## src/rtl/car_park_ctrl.sv

```systemverilog
// Car-park occupancy controller with entry/exit barrier FSMs, pass confirmation and gate time-out.
// Optional permit-reserved quota is enabled by defining CARPARK_RESERVE_EN.
module car_park_ctrl #(
  parameter int CAPACITY       = 100,
  parameter int COUNT_W        = 8,
  parameter int GATE_TIMEOUT   = 16,
  parameter int ALMOST_FULL_TH = 90,
  parameter int RESERVED       = 10
) (
  input  logic               clk,
  input  logic               reset,
  input  logic               carIn,
  input  logic               carOut,
  input  logic               permit,
  input  logic               entry_pass,
  input  logic               exit_pass,
  output logic               entry_open,
  output logic               exit_open,
  output logic               reject,
  output logic               gate_timeout,
  output logic               Full,
  output logic               AlmostFull,
  output logic               Empty,
  output logic [COUNT_W-1:0] count
);

  localparam int TW = $clog2(GATE_TIMEOUT);
  localparam logic [TW-1:0]      TMAX_C   = TW'(GATE_TIMEOUT - 1);
  localparam logic [COUNT_W-1:0] CAP_C    = COUNT_W'(CAPACITY);
  localparam logic [COUNT_W-1:0] AF_C     = COUNT_W'(ALMOST_FULL_TH);
  localparam logic [COUNT_W-1:0] RESLIM_C = COUNT_W'(CAPACITY - RESERVED);

  typedef enum logic {E_IDLE = 1'b0, E_OPEN = 1'b1} e_state_t;
  typedef enum logic {X_IDLE = 1'b0, X_OPEN = 1'b1} x_state_t;

  e_state_t           r_e_state, w_e_nxt;
  x_state_t           r_x_state, w_x_nxt;
  logic [TW-1:0]      r_e_tmr, w_e_tmr_nxt, r_x_tmr, w_x_tmr_nxt;
  logic               r_in_d, r_out_d;
  logic               r_reject, r_gate_to;
  logic               r_full, r_afull, r_empty;
  logic [COUNT_W-1:0] r_count, w_count_nxt;
  logic               w_in_rise, w_out_rise, w_admit;
  logic               w_inc, w_dec, w_reject_nxt, w_e_to, w_x_to;

  assign w_in_rise  = carIn & ~r_in_d;
  assign w_out_rise = carOut & ~r_out_d;

`ifdef CARPARK_RESERVE_EN
  assign w_admit = permit ? (r_count < CAP_C) : (r_count < RESLIM_C);
`else
  logic w_unused;
  assign w_unused = ^{permit, RESLIM_C};
  assign w_admit  = (r_count < CAP_C);
`endif

  // Entry gate next-state: request on carIn rise, close on pass or time-out
  always_comb begin
    w_e_nxt      = r_e_state;
    w_e_tmr_nxt  = r_e_tmr;
    w_reject_nxt = 1'b0;
    w_e_to       = 1'b0;
    w_inc        = 1'b0;
    case (r_e_state)
      E_IDLE: begin
        if (w_in_rise && w_admit) begin
          w_e_nxt     = E_OPEN;
          w_e_tmr_nxt = {TW{1'b0}};
        end else if (w_in_rise) begin
          w_reject_nxt = 1'b1;
        end else begin
          w_e_nxt = E_IDLE;
        end
      end
      E_OPEN: begin
        if (entry_pass) begin
          w_inc   = 1'b1;
          w_e_nxt = E_IDLE;
        end else if (r_e_tmr == TMAX_C) begin
          w_e_to  = 1'b1;
          w_e_nxt = E_IDLE;
        end else begin
          w_e_tmr_nxt = r_e_tmr + TW'(1);
        end
      end
      default: w_e_nxt = E_IDLE;
    endcase
  end

  // Exit gate next-state: an empty car park ignores exit requests silently
  always_comb begin
    w_x_nxt     = r_x_state;
    w_x_tmr_nxt = r_x_tmr;
    w_x_to      = 1'b0;
    w_dec       = 1'b0;
    case (r_x_state)
      X_IDLE: begin
        if (w_out_rise && !r_empty) begin
          w_x_nxt     = X_OPEN;
          w_x_tmr_nxt = {TW{1'b0}};
        end else begin
          w_x_nxt = X_IDLE;
        end
      end
      X_OPEN: begin
        if (exit_pass) begin
          w_dec   = 1'b1;
          w_x_nxt = X_IDLE;
        end else if (r_x_tmr == TMAX_C) begin
          w_x_to  = 1'b1;
          w_x_nxt = X_IDLE;
        end else begin
          w_x_tmr_nxt = r_x_tmr + TW'(1);
        end
      end
      default: w_x_nxt = X_IDLE;
    endcase
  end

  // Saturating occupancy update; simultaneous entry and exit cancel
  always_comb begin
    w_count_nxt = r_count;
    if (w_inc && !w_dec) begin
      if (r_count < CAP_C) begin
        w_count_nxt = r_count + COUNT_W'(1);
      end else begin
        w_count_nxt = r_count;
      end
    end else if (w_dec && !w_inc) begin
      if (r_count != {COUNT_W{1'b0}}) begin
        w_count_nxt = r_count - COUNT_W'(1);
      end else begin
        w_count_nxt = r_count;
      end
    end else begin
      w_count_nxt = r_count;
    end
  end

  // State, timers, pulses and status flags (flags decoded from next count so they track count)
  always_ff @(posedge clk or posedge reset) begin
    if (reset) begin
      r_e_state <= E_IDLE;
      r_x_state <= X_IDLE;
      r_e_tmr   <= {TW{1'b0}};
      r_x_tmr   <= {TW{1'b0}};
      r_in_d    <= 1'b0;
      r_out_d   <= 1'b0;
      r_reject  <= 1'b0;
      r_gate_to <= 1'b0;
      r_count   <= {COUNT_W{1'b0}};
      r_full    <= 1'b0;
      r_afull   <= (ALMOST_FULL_TH == 0);
      r_empty   <= 1'b1;
    end else begin
      r_e_state <= w_e_nxt;
      r_x_state <= w_x_nxt;
      r_e_tmr   <= w_e_tmr_nxt;
      r_x_tmr   <= w_x_tmr_nxt;
      r_in_d    <= carIn;
      r_out_d   <= carOut;
      r_reject  <= w_reject_nxt;
      r_gate_to <= w_e_to | w_x_to;
      r_count   <= w_count_nxt;
      r_full    <= (w_count_nxt == CAP_C);
      r_afull   <= (w_count_nxt >= AF_C);
      r_empty   <= (w_count_nxt == {COUNT_W{1'b0}});
    end
  end

  assign entry_open   = (r_e_state == E_OPEN);
  assign exit_open    = (r_x_state == X_OPEN);
  assign reject       = r_reject;
  assign gate_timeout = r_gate_to;
  assign Full         = r_full;
  assign AlmostFull   = r_afull;
  assign Empty        = r_empty;
  assign count        = r_count;

endmodule

```

## config.mk

```make
export PLATFORM = sky130hd
export DESIGN_NAME = car_park_ctrl
export DESIGN_NICKNAME = d
export VERILOG_FILES = /design/src/rtl/car_park_ctrl.sv
export SDC_FILE = /design/constraint.sdc
export NUM_CORES = 1
export LEC_CHECK = 0
export CAP_MARGIN = 20
export CORE_MARGIN = 3
export CORE_UTILIZATION = 49
export DETAILED_ROUTE_END_ITERATION = 8
export PLACE_DENSITY = 0.75
export SLEW_MARGIN = 20
export SYNTH_ARGS = -nofsm -noshare
export SYNTH_HDL_FRONTEND = slang
export SYNTH_SLANG_ARGS = --single-unit
```

## constraint.sdc

```tcl
create_clock -name clk -period 2.21 [get_ports clk]
set_input_delay 0.5525 -clock clk [delete_from_list [all_inputs] [get_ports clk]]
set_output_delay 0.5525 -clock clk [all_outputs]
set_load 0.02 [all_outputs]
```

# [After elaboration in Yosys (flattened, before gate mapping)]
# Index checks and enable logic that the tools add are counted.
[totals] out_inout_bits=15 reg_bits=25 in_bits=7
[classes] order_cmp=2 muxes=33 eq_ne=9 add_sub_neg=4 bitwise=7 reduce_logical=11
[ops] op="8-bit two-way mux" n=4
[ops] op="4-bit two-way mux" n=6
[ops] op="1-bit two-way mux" n=19
[ops] op="4-bit case mux with 2 select lines" n=2
[ops] op="2-bit inequality test (second input constant)" n=6
[ops] op="4-bit by 1-bit adder with 4-bit output (second input constant)" n=2
[ops] op="8-bit by 1-bit adder with 8-bit output (second input constant)" n=1
[ops] op="4-bit == test (second input constant)" n=2
[ops] op="8-bit by 7-bit == test with 1-bit output (second input constant)" n=1
[ops] op="8-bit by 7-bit greater-or-equal comparator with 1-bit output (second input constant)" n=1
[ops] op="8-bit logical NOT" n=1
[ops] op="8-bit by 7-bit less-than comparator with 1-bit output (second input constant)" n=1
[ops] op="8-bit nonzero test" n=1
[ops] op="8-bit by 1-bit subtractor with 8-bit output (second input constant)" n=1
[ops] op="3-bit AND reduction" n=2
[ops] op="1-bit logical AND" n=4
[ops] op="1-bit NOT" n=4
[ops] op="1-bit case mux with 2 select lines" n=2
[ops] op="1-bit logical NOT" n=3
[ops] op="1-bit AND" n=2
[ops] op="1-bit bitwise OR" n=1

# [Depth between registers and ports, before layout]
[logic_depth] ltp_word=7 depth_mapped=9

# [Least setup slack after synthesis]
# OpenSTA, ideal clock, no wires.
[synth_timing] path_type="register to register" startpoint="register r_count[0] (netlist: count[0])" endpoint="register r_empty (netlist: Empty)" path_buffers=1 required_ps=2129 arrival_ps=2283 synth_period_minus_slack_ps=2364 path_stages_with_launch=10 slack_ps=-154 path_cell_list="dfrtp_1 > buf_2 > inv_1 > ha_1 > nor3b_2 > a211oi_2 > mux2_1 > a22oi_1 > or4_4 > a211oi_2"
[synth_between] elab_chain_cells=5 elab_cells_between_ends=9 classes_between="add/sub (2); order compare (1); mux (4); reduce/logical (2)"
[synth_lines] item="start, declared" line_no="42" source="logic [COUNT_W-1:0] r_count, w_count_nxt;"
[synth_lines] item="start signal, assigned" line_no="151" source="r_count <= {COUNT_W{1'b0}};"
[synth_lines] item="start signal, assigned" line_no="164" source="r_count <= w_count_nxt;"
[synth_lines] item="8-bit by 1-bit subtractor with 8-bit output or 8-bit nonzero test (tied branches)" line_no="131, 130"
[synth_lines] item="8-bit two-way mux" line_no="130" source="if (r_count != {COUNT_W{1'b0}}) begin"
[synth_lines] item="8-bit two-way mux" line_no="129" source="end else if (w_dec && !w_inc) begin"
[synth_lines] item="8-bit two-way mux (*)" line_no="123" source="if (w_inc && !w_dec) begin"
[synth_lines] item="8-bit logical NOT (*)" line_no="167" source="r_empty <= (w_count_nxt == {COUNT_W{1'b0}});"
[synth_lines] item="end signal, assigned" line_no="167"
[synth_lines] item="end, declared" line_no="41" source="logic r_full, r_afull, r_empty;"
# Every way passes the cells marked *; elsewhere a longest branch is shown, timed or not.
# A chain may end at the register's enable or synchronous reset.

# [Worst setup path after layout]
[layout_timing] startpoint="register r_count[1] (netlist: count[1])" endpoint="register r_afull (netlist: AlmostFull)"
[layout_between] elab_chain_cells=5 elab_cells_between_ends=9 classes_between="add/sub (2); order compare (2); mux (4); reduce/logical (1)"
[layout_lines] item="8-bit by 1-bit subtractor with 8-bit output or 8-bit nonzero test (tied branches)" line_no="131, 130"
[layout_lines] item="8-bit two-way mux" line_no="130"
[layout_lines] item="8-bit two-way mux" line_no="129"
[layout_lines] item="8-bit two-way mux (*)" line_no="123"
[layout_lines] item="named net w_count_nxt[6]" line_no="42"
[layout_lines] item="8-bit by 7-bit greater-or-equal comparator with 1-bit output (*)" line_no="166" source="r_afull <= (w_count_nxt >= AF_C);"
[layout_lines] item="end signal, assigned" line_no="153" source="r_afull <= (ALMOST_FULL_TH == 0);"
[layout_lines] item="end signal, assigned" line_no="166"
[layout_lines] item="end, declared" line_no="41"
# Mark *: on every way through the listed nets, which the timed path passes. The rest lies on a longest branch.

==> results.toml <==
[synthesis]
async_flop_share = 1.00
yosys.area_share.xor_xnor = 0.0275
synthCells = 163
synth-edff-count = 0
synth_fa_ha_area_frac = 0.0393
ys_types = 55
synthSimpleGateAreaFrac = 0.285
synth.avg_cell_area_um2 = 9.76
synth_compound_area_frac = 0.183
synth_ff_type = "dfrtp_1"
ys_ff_latch = 25
synth.mux.area_fraction = 0.0197
syn_area_um2 = 1590
seq_area_frac_synth = 0.394
synth_top_family_by_area = "simple AND/OR/NAND/NOR gates"
synth_nets = 175
yosysWarnings = 0

[cts]
cts_tree = "built"
path_clk_slew_ns = 0.15
clock_latency_ns = 0.34
cts_root_buf = "clkbuf_4"
htree_levels = 1
cts_buffers = 3
clock_sinks = 25
clk_path_buf_depth = 2

[layout]
final_common_cell = "buf_4"
drive_above_1_share = 0.387
multi_input_area_um2 = 980
n_fill_cell = 230
final_cell_mix = "buf_4 (41), dfrtp_1 (18), nor2_1 (17), clkdlybuf4s50_1 (17), nand2_1 (14)"
final_core_util = 0.741
diodes = 0
fin_nets = 235
fin_area_um2 = 2280
seqCellArea_um2 = 634
area_growth_pct = 43.4

[sta]
min_period_ns = 2.23
skew_ns = 0.00685
rsz0062_at_grt = "true"
fin_crit_sh = 1.01
final-hold-violation-count = 0
fin_ws_ns = -0.0186
maxSlewViolCount = 0
setup_violations = 2
max_freq_mhz = 449
hold_ws_ns = 0.538
slew_headroom = 0.701
worstMarginPinSlew_ns = 0.443

[floorplan]
die_h_um = 63.0
start_util = 0.517
coreArea_um2 = 3080
fp.dieW_um = 63.0
io_pins = 22
dieArea_um2 = 3970
row_count = 20

[routing]
avgViaCountPerCell = 5.83
post_drt_wl_per_cell_um = 17.0
first_pass_iters = 4
ant_nets = 0
drt_wl_total_mm = 4.51
first_iter_violations = 81
via_count = 1550
drc = 0

[critical_path]
cp_max_fo = 4
cp.required_ns = 2.46
reg2reg_depth = 8
rr_startpoint = "count[1]"
rr_endpoint = "AlmostFull"
crit_start = "count[1]"
cp-start-kind = "register"
crit_end = "AlmostFull"
crit_chain = "inv_4, ha_4, or4b_4, nor4_4, nand2_1, and3_4, o2111a_1, a211o_1"
crit_type = "register to register"
crit_slowest_cell = "or4b_4"
max_stage_delay_ns = 0.47
worst_setup_path_end_kind = "register"
worstPathArrival_ns = 2.48
r2r_slack_ns = -0.02

[power_and_ir_drop]
p_per_area_nw_per_um2 = 1330
total_power_uw = 3040
power_leakage_uw = 0.000994
irDropWorstVdd_v = 0.000758

[global_routing]
grtUsageTotal = 0.245
grt_pass1_vias = 1676
antenna_found_initial = 0
overflow = 0
grt_pass1_wl_mm = 7.72
grt_start_max_net_pins = 26

[placed_design]
dp_hpwl_mm = 3.28
dpl_worst_slack_ns = -0.452
io_buffers = 20
gp_congestion = 0.921
place_area_um2 = 2070

[hold_path]
min_path_type = "input pin to asynchronous set/reset pin"

[run]
cap_violations = 0

[run_status]
violations = "negative setup slack"
status = "finished, violations left"
[worst max-delay path, delay by kind of cell, from the launching register on]
kind,cells,cell delay (ns)
AOI/OAI and AO/OA,2,0.37
and+or+nand+nor,4,1.12
buffers and inverters,1,0.08
adders and majority gates,1,0.13
DFF,1,0.45
[how the worst min path moves through the flow]
stage | start | end | slack, ns | cells past startpoint
after floorplan | r_x_tmr[0] | r_x_tmr[0] | 0.49 | 1
after global placement | r_x_tmr[0] | r_x_tmr[0] | 0.51 | 1
after detailed placement | r_x_tmr[0] | r_x_tmr[0] | 0.52 | 1
after CTS | r_x_tmr[0] | r_x_tmr[0] | 0.54 | 1
after global routing | reset | r_x_tmr[3] | 0.56 | 3
final | reset | r_x_tmr[3] | 0.54 | 3
[cell families (layout without fill, tap and decap cells)]
group / count (synthesis) / after routing
AOI/OAI and AO/OA: 34 / 34
xor gates and xnor gates: 5 / 5
adders and majority gates: 5 / 5
buffers and inverters: 15 / 74
DFF: 25 / 25
muxes: 3 / 3
and+or+nand+nor: 76 / 76
[per-stage QoR]
stage                     setup TNS, ns  cells
after floorplan                 -0.0127    163
after global placement            -1.36    251
after detailed placement          -1.59    251
after CTS                       -0.0243    262
after global routing             -0.236    266
final                           -0.0217    266
[what timing repair did]
action | 4_1_cts | 5_1_grt
hold buffers | 0 | 0
endpoints found under the setup margin | 5 | 7
hold endpoints to repair | 0 | 0
resized for setup | 18 | 7
pin swaps | 8 | 10
buffers inserted | 7 | 4
[cell usage after synthesis (2+ instances only)]
cell | n | share of area
buf_6 | 2 | 0.014
nand2b_1 | 4 | 0.016
nor2b_1 | 2 | 0.0079
nor4_4 | 2 | 0.027
xor2_1 | 4 | 0.022
a22oi_1 | 2 | 0.0094
a211o_1 | 4 | 0.022
nor2_1 | 18 | 0.042
nor4_1 | 2 | 0.0079
nor3_1 | 2 | 0.0063
a21oi_1 | 4 | 0.013
ha_1 | 5 | 0.039
and3_1 | 2 | 0.0079
inv_1 | 6 | 0.014
nand2_1 | 16 | 0.038
buf_2 | 6 | 0.019
o32ai_1 | 2 | 0.011
o21ai_0 | 4 | 0.013
a211oi_2 | 2 | 0.016
nand3_1 | 8 | 0.025
nor3b_2 | 2 | 0.016
a31oi_1 | 2 | 0.0079
dfrtp_1 | 24 | 0.38
and2_1 | 2 | 0.0079
nand4_1 | 5 | 0.020
mux2i_1 | 2 | 0.013
[state kept, by name, summed over array words and instances, names as in the netlist]
register      cells
count             8
Full              1
AlmostFull        1
r_out_d           1
exit_open         1
reject            1
gate_timeout      1
r_x_tmr           4
Empty             1
entry_open        1
r_in_d            1
r_e_tmr           4
[final cells by class]
class / instances / share of cell area
well taps: 44 / 0.0241
clock inverters: 1 / 0.00329
multi-input cells: 123 / 0.430
clock buffers: 3 / 0.00988
inverters: 6 / 0.0121
flip-flops and latches: 25 / 0.278
repair buffers: 64 / 0.243
[metal layers]
layer  GRT usage  share of wire
met1       0.297           0.42
met2       0.406           0.49
met5           0              0
met4       0.113          0.034
met3      0.0612          0.063
[report_power, final]
group          switching [uW]  internal (uW)  leakage [uW]
logic                    1000            979      0.000668
registers                 216            617      0.000312
clock network             153           69.6     0.0000139
total                    1370           1660      0.000994
No activity file was read; power rests on OpenSTA's default activity.
